$ cat src/rtl/tcp_tx_frame_gen_if.sv
// Bundle of the SiTCP TCP transmit port and the generator control/status lines.
// master = generator side, slave = SiTCP/controller side.
interface tcp_tx_frame_gen_if #(
  parameter int LEN_W = 16
);
  logic             TCP_OPEN_ACK;
  logic             TCP_TX_FULL;
  logic             GEN_START;
  logic             GEN_STOP;
  logic             GEN_CONT;
  logic [LEN_W-1:0] GEN_LEN;
  logic             TCP_TX_WR;
  logic [7:0]       TCP_TX_DATA;
  logic             GEN_BUSY;
  logic [31:0]      FRAME_CNT;

  modport master (
    input  TCP_OPEN_ACK, TCP_TX_FULL, GEN_START, GEN_STOP, GEN_CONT, GEN_LEN,
    output TCP_TX_WR, TCP_TX_DATA, GEN_BUSY, FRAME_CNT
  );

  modport slave (
    output TCP_OPEN_ACK, TCP_TX_FULL, GEN_START, GEN_STOP, GEN_CONT, GEN_LEN,
    input  TCP_TX_WR, TCP_TX_DATA, GEN_BUSY, FRAME_CNT
  );
endinterface

$ cat src/rtl/tcp_tx_frame_gen.sv
// Framed test-pattern source for the SiTCP TCP TX port:
// header, 32-bit big-endian sequence, incrementing payload, XOR checksum.
module tcp_tx_frame_gen #(
  parameter logic [7:0] HDR_BYTE = 8'hA5,
  parameter int         LEN_W    = 16
) (
  input  logic                       CLK,
  input  logic                       RST,
  tcp_tx_frame_gen_if.master         bus
);

  typedef enum logic [2:0] {S_IDLE, S_HDR, S_SEQ, S_PAY, S_CSUM, S_GAP} state_t;

  state_t           r_state;
  logic [1:0]       r_seq_idx;
  logic [LEN_W-1:0] r_pay_idx;
  logic [LEN_W-1:0] r_len;
  logic [31:0]      r_seq;
  logic [7:0]       r_csum;
  logic             r_stop_pend;
  logic             r_wr;
  logic [7:0]       r_data;
  logic             r_busy;
  logic [31:0]      r_frame_cnt;

  logic [7:0]       w_byte;
  logic             w_emit;

  always_comb begin
    w_byte = 8'h00;
    case (r_state)
      S_HDR:  w_byte = HDR_BYTE;
      S_SEQ: begin
        case (r_seq_idx)
          2'd0:    w_byte = r_seq[31:24];
          2'd1:    w_byte = r_seq[23:16];
          2'd2:    w_byte = r_seq[15:8];
          default: w_byte = r_seq[7:0];
        endcase
      end
      S_PAY:  w_byte = r_pay_idx[7:0];
      S_CSUM: w_byte = r_csum;
      default: w_byte = 8'h00;
    endcase
  end

  assign w_emit = (r_state == S_HDR || r_state == S_SEQ || r_state == S_PAY || r_state == S_CSUM)
                  && !bus.TCP_TX_FULL;

  always_ff @(posedge CLK) begin
    if (RST) begin
      r_state     <= S_IDLE;
      r_seq_idx   <= 2'd0;
      r_pay_idx   <= '0;
      r_len       <= '0;
      r_seq       <= 32'd0;
      r_csum      <= 8'h00;
      r_stop_pend <= 1'b0;
      r_wr        <= 1'b0;
      r_data      <= 8'h00;
      r_busy      <= 1'b0;
      r_frame_cnt <= 32'd0;
    end else if (!bus.TCP_OPEN_ACK) begin
      // Losing the connection abandons the frame and restarts the sequence at 0.
      r_state     <= S_IDLE;
      r_wr        <= 1'b0;
      r_busy      <= 1'b0;
      r_seq       <= 32'd0;
      r_stop_pend <= 1'b0;
    end else begin
      r_wr <= w_emit;
      if (w_emit) r_data <= w_byte;
      if (bus.GEN_STOP && r_state != S_IDLE) r_stop_pend <= 1'b1;

      case (r_state)
        S_IDLE: begin
          if (bus.GEN_START) begin
            r_state <= S_HDR;
            r_len   <= bus.GEN_LEN;
            r_busy  <= 1'b1;
          end
        end
        S_HDR: begin
          if (w_emit) begin
            r_csum    <= HDR_BYTE;
            r_seq_idx <= 2'd0;
            r_state   <= S_SEQ;
          end
        end
        S_SEQ: begin
          if (w_emit) begin
            r_csum    <= r_csum ^ w_byte;
            r_seq_idx <= r_seq_idx + 2'd1;
            if (r_seq_idx == 2'd3) begin
              r_pay_idx <= '0;
              r_state   <= (r_len == '0) ? S_CSUM : S_PAY;
            end
          end
        end
        S_PAY: begin
          if (w_emit) begin
            r_csum    <= r_csum ^ w_byte;
            r_pay_idx <= r_pay_idx + LEN_W'(1);
            if (r_pay_idx == r_len - LEN_W'(1)) r_state <= S_CSUM;
          end
        end
        S_CSUM: begin
          if (w_emit) begin
            r_frame_cnt <= r_frame_cnt + 32'd1;
            r_seq       <= r_seq + 32'd1;
            r_state     <= S_GAP;
          end
        end
        S_GAP: begin
          // A stop arriving in the gap cycle itself also ends the run.
          if (bus.GEN_CONT && !r_stop_pend && !bus.GEN_STOP) begin
            r_state <= S_HDR;
            r_len   <= bus.GEN_LEN;
          end else begin
            r_state     <= S_IDLE;
            r_busy      <= 1'b0;
            r_stop_pend <= 1'b0;
          end
        end
        default: r_state <= S_IDLE;
      endcase
    end
  end

  assign bus.TCP_TX_WR   = r_wr;
  assign bus.TCP_TX_DATA = r_data;
  assign bus.GEN_BUSY    = r_busy;
  assign bus.FRAME_CNT   = r_frame_cnt;

endmodule

$ cat src/flat_wrapper.sv
// flat-port wrapper written by rule: the top's interface ports become plain ports
module tcp_tx_frame_gen_flat 
#(
  parameter logic [7:0] HDR_BYTE = 8'hA5,
  parameter int         LEN_W    = 16
)
  (CLK, RST, bus_TCP_OPEN_ACK, bus_TCP_TX_FULL, bus_GEN_START, bus_GEN_STOP, bus_GEN_CONT, bus_GEN_LEN, bus_TCP_TX_WR, bus_TCP_TX_DATA, bus_GEN_BUSY, bus_FRAME_CNT);
  tcp_tx_frame_gen_if #(.LEN_W(LEN_W)) bus_i ();
  input  logic CLK;
  input  logic RST;
  input wire logic [$bits(bus_i.TCP_OPEN_ACK)-1:0] bus_TCP_OPEN_ACK;
  input wire logic [$bits(bus_i.TCP_TX_FULL)-1:0] bus_TCP_TX_FULL;
  input wire logic [$bits(bus_i.GEN_START)-1:0] bus_GEN_START;
  input wire logic [$bits(bus_i.GEN_STOP)-1:0] bus_GEN_STOP;
  input wire logic [$bits(bus_i.GEN_CONT)-1:0] bus_GEN_CONT;
  input wire logic [$bits(bus_i.GEN_LEN)-1:0] bus_GEN_LEN;
  output wire logic [$bits(bus_i.TCP_TX_WR)-1:0] bus_TCP_TX_WR;
  output wire logic [$bits(bus_i.TCP_TX_DATA)-1:0] bus_TCP_TX_DATA;
  output wire logic [$bits(bus_i.GEN_BUSY)-1:0] bus_GEN_BUSY;
  output wire logic [$bits(bus_i.FRAME_CNT)-1:0] bus_FRAME_CNT;
  assign bus_i.TCP_OPEN_ACK = bus_TCP_OPEN_ACK;
  assign bus_i.TCP_TX_FULL = bus_TCP_TX_FULL;
  assign bus_i.GEN_START = bus_GEN_START;
  assign bus_i.GEN_STOP = bus_GEN_STOP;
  assign bus_i.GEN_CONT = bus_GEN_CONT;
  assign bus_i.GEN_LEN = bus_GEN_LEN;
  assign bus_TCP_TX_WR = bus_i.TCP_TX_WR;
  assign bus_TCP_TX_DATA = bus_i.TCP_TX_DATA;
  assign bus_GEN_BUSY = bus_i.GEN_BUSY;
  assign bus_FRAME_CNT = bus_i.FRAME_CNT;
  tcp_tx_frame_gen #(.HDR_BYTE(HDR_BYTE), .LEN_W(LEN_W)) u_core (.CLK(CLK), .RST(RST), .bus(bus_i));
endmodule
$ cat config.mk
export PLATFORM = sky130hd
export DESIGN_NAME = tcp_tx_frame_gen_flat
export DESIGN_NICKNAME = d
export VERILOG_FILES = /design/src/rtl/tcp_tx_frame_gen_if.sv /design/src/rtl/tcp_tx_frame_gen.sv /design/src/flat_wrapper.sv
export SDC_FILE = /design/constraint.sdc
export NUM_CORES = 1
export LEC_CHECK = 0
export ABC_AREA = 1
export CORE_UTILIZATION = 47
export CTS_CLUSTER_DIAMETER = 120
export CTS_CLUSTER_SIZE = 8
export DETAILED_ROUTE_END_ITERATION = 6
export HOLD_SLACK_MARGIN = 0.03
export MAX_ROUTING_LAYER = met4
export PLACE_DENSITY = 0.67
export SLEW_MARGIN = 10
export SYNTH_ARGS = -nofsm -noshare
export SYNTH_HDL_FRONTEND = slang
export SYNTH_SLANG_ARGS = --single-unit
$ cat constraint.sdc
create_clock -name CLK -period 2.6 [get_ports CLK]
set_input_delay 0.52 -clock CLK [delete_from_list [all_inputs] [get_ports CLK]]
set_output_delay 0.52 -clock CLK [all_outputs]
set_load 0.02 [all_outputs]
==> flow_metrics.py, run 1 <==
metrics = {
    "timing": {
        "fmax_mhz": 432.8,
        "max_slew_margin": 0.6149,
        "layout_setup_ws_ns": 0.2894,
        "fin_crit_sh": 0.8887,
        "worstMarginPinSlew_ns": 0.5732,
        "post-route-min-period_ns": 2.311,
        "setup_viol": 0,
        "drv_slew": 0,
        "finalClockSkew_ns": 0.01034,
        "rsz0062_at_grt": "false",
        "finalSetupTns_ns": 0,
        "hold_viol": 0,
    },
    "critical_path": {
        "path_max_fanout": 8,
        "startpoint": "u_core.r_state[1]$_SDFFE_PP0P_",
        "crit_buf_inv": 2,
        "required_ns": 2.89,
        "timing.rr.end": "u_core.bus.FRAME_CNT[20]$_SDFFE_PP0P_",
        "crit_family": "simple AND/OR/NAND/NOR gates",
        "r2r_start": "u_core.r_state[1]$_SDFFE_PP0P_",
        "critPathCaptureType": "register",
        "crit_path_start_kind": "register",
        "crit_chain": "inv_4 -> nand3_2 -> clkinv_2 -> nand2_4 -> nor3_4 -> nand2_1 -> nor3_2 -> nand4_1 -> nor2_1 -> nand2_1 -> nor3b_2",
        "slowest_stage": "dfxtp_1",
        "crit_path_frequent_cell": "nand2_1",
        "arrival_ns": 2.61,
        "max_stage_delay_ns": 0.45,
        "r2r_slack_ns": 0.29,
        "reg2reg_depth": 11,
        "critPathKind": "register to register",
    },
    "cts": {
        "htree_num_levels": 4,
        "holdBufCountCts": 0,
        "cts-buffers-inserted": 17,
        "clk_pin_slew_worst_paths_ns": 0.06,
        "clockBufferDepth": 2,
        "insertion_delay_ns": 0.42,
        "clock_sinks": 120,
        "post_cts.repair.setup_buffers": 0,
        "cts_tree": "done",
        "root_buffer": "clkbuf_16",
        "ctsResizeCount": 0,
    },
    "synth": {
        "synth_commonest_cells": "215 x nand2_1, 137 x nor2_1, 128 x inv_1, 120 x dfxtp_1, 75 x o21ai_0",
        "synth_top_area_frac": 0.3501,
        "synth_ff_type": "dfxtp_1",
        "synth_cells": 1021,
        "ys_ff_latch": 120,
        "syn_avg_cell_area_um2": 6.720,
        "ys_seq_area_frac": 0.3501,
        "synth_area_um2": 6862,
        "synth_top_family_by_area": "simple AND/OR/NAND/NOR gates",
        "yosys_warnings": 0,
        "synth_edf_count": 0,
        "synth-compound-area-share": 0.1380,
        "synth_mux_area_frac": 0,
        "synthArstFlopShare": 0,
        "synth_most_common_cell": "nand2_1",
        "synth_cell_types": 50,
        "synth_fa_ha_area_frac": 0.01641,
        "synthSimpleGateAreaFrac": 0.3598,
        "synthTopCellsByArea": "dfxtp_1 35%, nand2_1 12%, nor2_1 7.5%",
        "synth_xor_area_frac": 0.04595,
        "synth_top_area_cell": "dfxtp_1",
        "syn_nets": 1053,
    },
    "global_route": {
        "grtUsageTotal": 0.2619,
        "grt_pass1_vias": 6132,
        "antenna_found_initial": 0,
        "overflow": 0,
        "grt_max_degree": 28,
        "grt_pass1_wl_um": 29750,
    },
    "route": {
        "via_count": 6814,
        "drc": 0,
        "vias_per_cell": 5.250,
        "ant_nets": 0,
        "first_pass_iters": 6,
        "totalWireLength_um": 18430,
        "drt_iter0_drc": 450,
        "wl_per_cell_um": 14.20,
    },
    "place": {
        "dp_cells": 1266,
        "io_buffers": 64,
        "dp_hpwl_um": 13960,
        "post-place-ws_ns": 0.05842,
        "gp_congestion": 0.9782,
    },
    "hold_path": {
        "hold_class": "register to register",
        "whs_endpoint": "u_core.bus.GEN_BUSY$_SDFFE_PP0P_",
        "holdCritStartpoint": "u_core.bus.GEN_BUSY$_SDFFE_PP0P_",
        "hold_path_depth": 2,
    },
    "floorplanning": {
        "dieArea_um2": 15090,
        "die_h_um": 122.8,
        "start_util": 0.4886,
        "core_um2": 14040,
        "ios": 65,
        "die_width_um": 122.8,
        "num_rows": 43,
    },
    "finish": {
        "synthToLayoutAreaGrowth_pct": 23.01,
        "utilization": 0.6011,
        "drive_gt1_frac": 0.09481,
        "layout.nets": 1137,
        "final_cells": 1298,
        "num_antenna_cells": 0,
    },
    "power_and_ir_drop": {
        "powerDensity_nw_per_um2": 592.5,
        "power_mw": 5.001,
        "leakage_nw": 3.302,
        "ir_drop_mv": 0.4513,
    },
    "status": {
        "outcome": "finished clean",
    },
    "flow_run": {
        "drv_cap": 0,
    },
}
worst max-delay path by stage:
stage,endpoint,slack (ns),cells past startpoint
6_report,u_core.bus.FRAME_CNT[20]$_SDFFE_PP0P_,0.29,11
5_1_grt,u_core.bus.FRAME_CNT[20]$_SDFFE_PP0P_,0.07,11
4_1_cts,u_core.bus.FRAME_CNT[20]$_SDFFE_PP0P_,0.31,11
3_5_place_dp,u_core.bus.FRAME_CNT[20]$_SDFFE_PP0P_,0.06,11
3_3_place_gp,u_core.bus.FRAME_CNT[20]$_SDFFE_PP0P_,0.13,11
2_1_floorplan,u_core.r_state[1]$_SDFFE_PP0P_,0.72,15
layout make-up:
cell class | count | area (µm²)
clock inverter | 11 | 168.9
sequential | 120 | 2402
timing repair buffer | 85 | 798.3
inverter | 138 | 521.8
tap | 180 | 225.2
multi-input combinational | 743 | 3844
fill | 1365 | 5602
clock buffer | 21 | 480.5
placed cells by master (no fill, tap or decap), drive strengths merged, types with 3 or more instances in the layout:
master         synthesis  routed
clkbuf                15      21
buf                    5      21
xor2                  27      27
clkdlybuf4s50          0      64
nor3b                  4       4
a21oi                 68      68
o21a                   4       4
nor3                  49      49
nor2                 153     153
nand3b                 5       5
o221ai                 3       3
a211oi                 3       3
o21ai                 76      76
xnor2                  9       9
ha                     9       9
dfxtp                120     120
nand2                224     224
o221a                  3       3
nand3                 58      58
nor4                   9       9
bufinv                 0       4
inv                  136     136
a22oi                  3       3
nand4                 25      25
clkinv                 2       8
a31oi                  3       3
routing by layer:
metal / vias to the layer above / wire length (µm) / global-route usage
met4: 0 / 199 / 0.07241
met2: 157 / 8476 / 0.4126
met3: 17 / 940 / 0.05623
met1: 3124 / 8812 / 0.3373
li1: 3516 / - / -
met5: - / 0 / -
stage by stage:
stage	hold WS (ns)	area [µm²]
CTS	0.4855	8441
floorplan	0.4272	6862
detailed placement	0.4738	7791
global route	0.4998	8441
global placement	0.4669	7791
finish	0.4804	8441
logic make-up after synthesis:
family / Yosys count
adders and majority gates: 9
DFF: 120
and+or+nand+nor: 528
buffers and inverters: 158
xor gates and xnor gates: 36
AOI/OAI and AO/OA: 170
worst reg2reg max path, delay by kind of cell (launching register included):
kind / cells / cell delay (ns)
flops: 1 / 0.45
buf+inv: 2 / 0.33
simple gates: 9 / 1.42
power breakdown:
group	total [mW]	internal (mW)	switching, mW
Clock	2.57	1.70	0.862
Sequential	1.92	1.88	0.0396
Combinational	0.518	0.198	0.321
state kept, by name (all words and copies together), names as in the netlist:
name and flops:
u_core.bus.TCP_TX_DATA 8, u_core.bus.GEN_BUSY 1, u_core.r_seq_idx 2, u_core.r_stop_pend 1, u_core.r_pay_idx 16, u_core.r_len 16, u_core.bus.FRAME_CNT 32, u_core.r_state 3
u_core.r_csum 8, u_core.r_seq 32, u_core.bus.TCP_TX_WR 1
Note: power is estimated with default switching activity, not from simulation.
==> run 2, diff against run 1 <==
--- a/config.mk
+++ b/config.mk
@@ -10,10 +10,11 @@
 export CTS_CLUSTER_DIAMETER = 120
 export CTS_CLUSTER_SIZE = 8
 export DETAILED_ROUTE_END_ITERATION = 6
+export GPL_TIMING_DRIVEN = 0
 export HOLD_SLACK_MARGIN = 0.03
 export MAX_ROUTING_LAYER = met4
 export PLACE_DENSITY = 0.67
-export SLEW_MARGIN = 10
+export SLEW_MARGIN = 30
 export SYNTH_ARGS = -nofsm -noshare
 export SYNTH_HDL_FRONTEND = slang
 export SYNTH_SLANG_ARGS = --single-unit
==> flow_metrics.py, run 2 (same netlist as run 1, synthesis figures left out) <==
metrics = {
    "status": {
        "outcome": "finished clean",
    },
    "global_route": {
        "grt_pass1_vias": 6145,
        "grtUsageTotal": 0.2681,
        "grt_max_degree": 17,
        "antenna_found_initial": 0,
        "overflow": 0,
        "grt_pass1_wl_um": 30270,
    },
    "critical_path": {
        "critPathKind": "primary input to register",
        "arrival_ns": 2.77,
        "r2r_slack_ns": 0.28,
        "required_ns": 2.94,
        "critPathCaptureType": "register",
        "crit_path_start_kind": "primary input",
        "path_max_fanout": 10,
    },
    "cts": {
        "holdBufCountCts": 0,
        "clock_sinks": 120,
        "htree_num_levels": 4,
        "cts_tree": "done",
        "clockBufferDepth": 2,
        "root_buffer": "clkbuf_16",
        "insertion_delay_ns": 0.42,
        "cts-buffers-inserted": 17,
        "clk_pin_slew_worst_paths_ns": 0.06,
        "post_cts.repair.setup_buffers": 0,
    },
    "timing": {
        "post-route-min-period_ns": 2.425,
        "max_slew_margin": 0.4550,
        "worstMarginPinSlew_ns": 0.8145,
        "hold_ws_ns": 0.4300,
        "drv_slew": 0,
        "finalClockSkew_ns": 0.009942,
        "fin_crit_sh": 0.9327,
        "rsz0062_at_grt": "false",
        "hold_viol": 0,
        "setup_viol": 0,
        "fmax_mhz": 412.4,
    },
    "route": {
        "vias_per_cell": 5.217,
        "drt_iter0_drc": 543,
        "ant_nets": 0,
        "totalWireLength_um": 18470,
        "wl_per_cell_um": 14.25,
        "first_pass_iters": 5,
        "drc": 0,
        "via_count": 6761,
    },
    "flow_run": {
        "drv_cap": 0,
    },
    "floorplanning": {
        "ios": 65,
        "die_width_um": 122.8,
        "start_util": 0.4886,
        "core_um2": 14040,
        "die_h_um": 122.8,
        "dieArea_um2": 15090,
        "num_rows": 43,
    },
    "finish": {
        "nFillCells": 1383,
        "layout.nets": 1135,
        "num_antenna_cells": 0,
        "synthToLayoutAreaGrowth_pct": 20.59,
        "mostFrequentLayoutCells": "215 x nand2_1, 137 x nor2_1, 128 x inv_1, 120 x dfxtp_1, 75 x o21ai_0",
        "drive_gt1_frac": 0.08154,
        "finish.instance_area_um2": 8274,
        "final_common_cell": "nand2_1",
    },
    "place": {
        "io_buffers": 63,
        "dp_hpwl_um": 14150,
        "gp_congestion": 0.9435,
        "placed_area_um2": 7717,
    },
    "power_and_ir_drop": {
        "combPwrFrac": 0.113,
        "p_clk_frac": 0.474,
        "p_int_mw": 3.322,
        "ir_drop_mv": 0.4325,
        "p_switching_mw": 1.301,
        "seqPwrFrac": 0.414,
        "netSwitchingFraction": 0.2814,
        "power_mw": 4.622,
        "powerDensity_nw_per_um2": 558.6,
        "leakage_nw": 3.183,
    },
    "hold_path": {
        "hold_class": "primary input to register",
    },
}
## run 2: cell count changes in the layout (fill, tap and decap cells not counted), moves of 2 or more
cell / previous run / this run
clkinvlp_4: 1 / 6
buf_4: 21 / 0
clkbuf_1: 0 / 15
bufinv_16: 4 / 0
clkinv_4: 3 / 1
clkdlybuf4s50_1: 64 / 62
buf_6: 0 / 2
inv_6: 0 / 5
clkbuf_8: 4 / 1
buf_2: 0 / 3
## run 2: final timing paths
kind                            startpoint                                     to  cells after the start
max                       bus_TCP_OPEN_ACK          u_core.r_seq[25]$_SDFFE_PP0P_                      6
min                                    RST  u_core.bus.FRAME_CNT[20]$_SDFFE_PP0P_                      2
max reg2reg   u_core.r_len[0]$_SDFFE_PP0P_         u_core.r_state[1]$_SDFFE_PP0P_                     15
min reg2reg  u_core.r_csum[6]$_SDFFE_PP0P_          u_core.r_csum[6]$_SDFFE_PP0P_                      1
## run 2: worst max-delay path, stage by stage
cell and delay, ns:
clkdlybuf4s50_1 0.54, inv_1 0.13, nor2_1 0.64, clkinv_2 0.41
clkbuf_1 0.34, a21oi_1 0.17
## run 2: power by group through the flow
stage	clock network, mW	logic [mW]	registers [mW]
after floorplan	0	0.356	1.95
after global placement	0	0.510	1.95
after detailed placement	0	0.518	1.95
after CTS	2.22	0.521	1.91
after global routing	2.31	0.595	1.92
final	2.19	0.521	1.91
## run 2: metrics by stage
step	setup WS, ns	utilization	setup TNS (ns)	instances
after floorplan	0.7232	-	0	1021
after global placement	-0.4826	0.5496	-9.956	1264
after detailed placement	-0.4841	0.5496	-10.06	1264
after CTS	0.1400	0.5891	0	1296
after global routing	0.03729	0.5892	0	1296
final	0.1750	0.5892	0	1296
## run 2: area by class of cell
class,instances,area (µm²),area share
multi-input combinational,743,3844,0.4645
clock inverter,14,113.9,0.01376
sequential,120,2402,0.2903
tap,180,225.2,0.02722
buffer,20,93.84,0.01134
clock buffer,18,439.2,0.05308
inverter,138,523.0,0.06321
timing repair buffer,63,633.1,0.07652
## run 2: repair_timing
item	in CTS	in global routing
endpoints found under the hold margin	0	0
resized for setup	1	1
setup endpoints to repair	2	1
## run 2: per-layer routing
layer	vias to the layer above	global-route usage	wire, µm
met5	-	-	0
met4	0	0.07774	290
met3	23	0.05716	967
met2	147	0.4059	8164
met1	3076	0.3573	9046
li1	3515	-	-
==> run 3, diff against run 2 <==
--- a/config.mk
+++ b/config.mk
@@ -6,8 +6,9 @@
 export NUM_CORES = 1
 export LEC_CHECK = 0
 export ABC_AREA = 1
+export CORE_MARGIN = 3
 export CORE_UTILIZATION = 47
-export CTS_CLUSTER_DIAMETER = 120
+export CTS_CLUSTER_DIAMETER = 60
 export CTS_CLUSTER_SIZE = 8
 export DETAILED_ROUTE_END_ITERATION = 6
 export GPL_TIMING_DRIVEN = 0
==> flow_metrics.py, run 3 (same netlist as run 1, synthesis figures left out) <==
metrics = {
    "status": {
        "outcome": "finished clean",
    },
    "route": {
        "via_count": 6898,
        "ant_nets": 0,
        "first_pass_iters": 5,
        "vias_per_cell": 5.339,
        "drc": 0,
        "totalWireLength_um": 18720,
        "drt_iter0_drc": 526,
        "wl_per_cell_um": 14.49,
    },
    "power_and_ir_drop": {
        "powerDensity_nw_per_um2": 540.6,
        "power_mw": 4.437,
        "leakage_nw": 3.167,
        "ir_drop_mv": 0.4375,
    },
    "critical_path": {
        "timing.rr.end": "u_core.r_state[1]$_SDFFE_PP0P_",
        "crit_path_start_kind": "primary input",
        "critPathKind": "primary input to register",
        "reg2reg_depth": 15,
        "r2r_start": "u_core.r_len[0]$_SDFFE_PP0P_",
        "r2r_slack_ns": 0.32,
        "critPathCaptureType": "register",
        "path_max_fanout": 5,
        "required_ns": 2.90,
        "arrival_ns": 2.69,
    },
    "global_route": {
        "grt_max_degree": 17,
        "met3_usage": 0.05726,
        "grtUsageTotal": 0.2415,
        "grt.busiest_layer": "met2",
        "grtUsageMet2": 0.3534,
        "overflow": 0,
        "grtUsageMet1": 0.3310,
        "grt_pass1_vias": 6202,
        "antenna_found_initial": 0,
        "grt_pass1_wl_um": 30480,
    },
    "timing": {
        "post-route-min-period_ns": 2.389,
        "drv_slew": 0,
        "hold_ws_ns": 0.4229,
        "finalClockSkew_ns": 0.01255,
        "worstMarginPinSlew_ns": 0.7945,
        "finalSetupTns_ns": 0,
        "hold_viol": 0,
        "fin_crit_sh": 0.9189,
        "fmax_mhz": 418.6,
        "rsz0062_at_grt": "false",
        "setup_viol": 0,
        "max_slew_margin": 0.4684,
    },
    "cts": {
        "cts-buffers-inserted": 17,
        "holdBufCountCts": 0,
        "insertion_delay_ns": 0.42,
        "ctsResizeCount": 1,
        "clk_pin_slew_worst_paths_ns": 0.05,
        "htree_num_levels": 4,
        "post_cts.repair.setup_buffers": 0,
        "clockBufferDepth": 2,
        "cts_tree": "done",
        "root_buffer": "clkbuf_16",
        "clock_sinks": 120,
    },
    "floorplanning": {
        "die_width_um": 126.8,
        "num_rows": 43,
        "die_h_um": 126.8,
        "ios": 65,
        "start_util": 0.4868,
        "dieArea_um2": 16080,
        "core_um2": 14100,
    },
    "finish": {
        "finish.instance_area_um2": 8207,
        "synthToLayoutAreaGrowth_pct": 19.60,
        "drive_gt1_frac": 0.07374,
        "num_antenna_cells": 0,
        "mostFrequentLayoutCells": "215 x nand2_1, 137 x nor2_1, 128 x inv_1, 120 x dfxtp_1, 75 x o21ai_0",
        "layout.nets": 1135,
        "utilization": 0.5822,
        "final_common_cell": "nand2_1",
    },
    "hold_path": {
        "whs_endpoint": "u_core.bus.FRAME_CNT[20]$_SDFFE_PP0P_",
        "hold_class": "primary input to register",
        "holdCritStartpoint": "RST",
        "hold_path_depth": 2,
    },
    "place": {
        "io_buffers": 63,
        "dp_hpwl_um": 14260,
        "gp_congestion": 0.9393,
        "placed_area_um2": 7717,
    },
    "flow_run": {
        "drv_cap": 0,
    },
}
## run 3: cell types whose count changed in the layout (fill, tap and decap cells not counted)
cell	previous run	this run
inv_8	1	0
clkinv_4	1	0
inv_6	5	0
clkinv_2	3	6
clkbuf_1	15	20
clkinvlp_4	6	1
## run 3: worst max-delay path by stage
stage	from	endpoint	cells past startpoint
2_1_floorplan	u_core.r_len[0]$_SDFFE_PP0P_	u_core.r_state[1]$_SDFFE_PP0P_	15
3_3_place_gp	bus_TCP_OPEN_ACK	u_core.r_seq[25]$_SDFFE_PP0P_	6
3_5_place_dp	bus_TCP_OPEN_ACK	u_core.r_seq[29]$_SDFFE_PP0P_	6
4_1_cts	bus_TCP_TX_FULL	u_core.bus.FRAME_CNT[20]$_SDFFE_PP0P_	10
5_1_grt	u_core.r_len[0]$_SDFFE_PP0P_	u_core.r_state[1]$_SDFFE_PP0P_	15
6_report	bus_TCP_OPEN_ACK	u_core.bus.FRAME_CNT[20]$_SDFFE_PP0P_	11
## run 3: final cells by class
| cell class | instances | area [µm²] |
|---|---|---|
| inverters | 138 | 523.0 |
| clock buffers | 23 | 457.9 |
| well taps | 180 | 225.2 |
| plain buffers | 20 | 93.84 |
| flip-flops and latches | 120 | 2402 |
| repair buffers | 63 | 633.1 |
| multi-input cells | 743 | 3844 |
| clock inverters | 5 | 27.53 |
| fillers | 1366 | 5889 |
## run 3: where the power goes
part,total (mW),switching (mW),internal (mW)
combinational,0.519,0.334,0.186
clock,2.00,0.795,1.21
sequential,1.91,0.0353,1.88
total,4.44,1.16,3.27
## run 3: critical path, cell delays in order
cell             delay [ns]
clkdlybuf4s50_1        0.52
inv_1                  0.12
nor2_4                 0.20
nand2_4                0.10
nor3_4                 0.19
nand2_1                0.12
nor3_2                 0.22
nand4_1                0.26
nor2_1                 0.21
nand2_1                0.06
nor3b_2                0.15
## run 3: metrics by stage
stage	std cells	setup slack [ns]
after floorplan	1021	0.7232
after global routing	1292	0.02620
final	1292	0.2109
after detailed placement	1264	-0.4450
after CTS	1292	0.1367
after global placement	1264	-0.4293
## run 3: routing by layer
| metal | vias to the layer above | wire length, µm |
|---|---|---|
| met1 | 3150 | 8887 |
| met2 | 227 | 8211 |
| met3 | 20 | 1344 |
| li1 | 3501 | - |
| met5 | - | 0 |
| met4 | 0 | 277 |
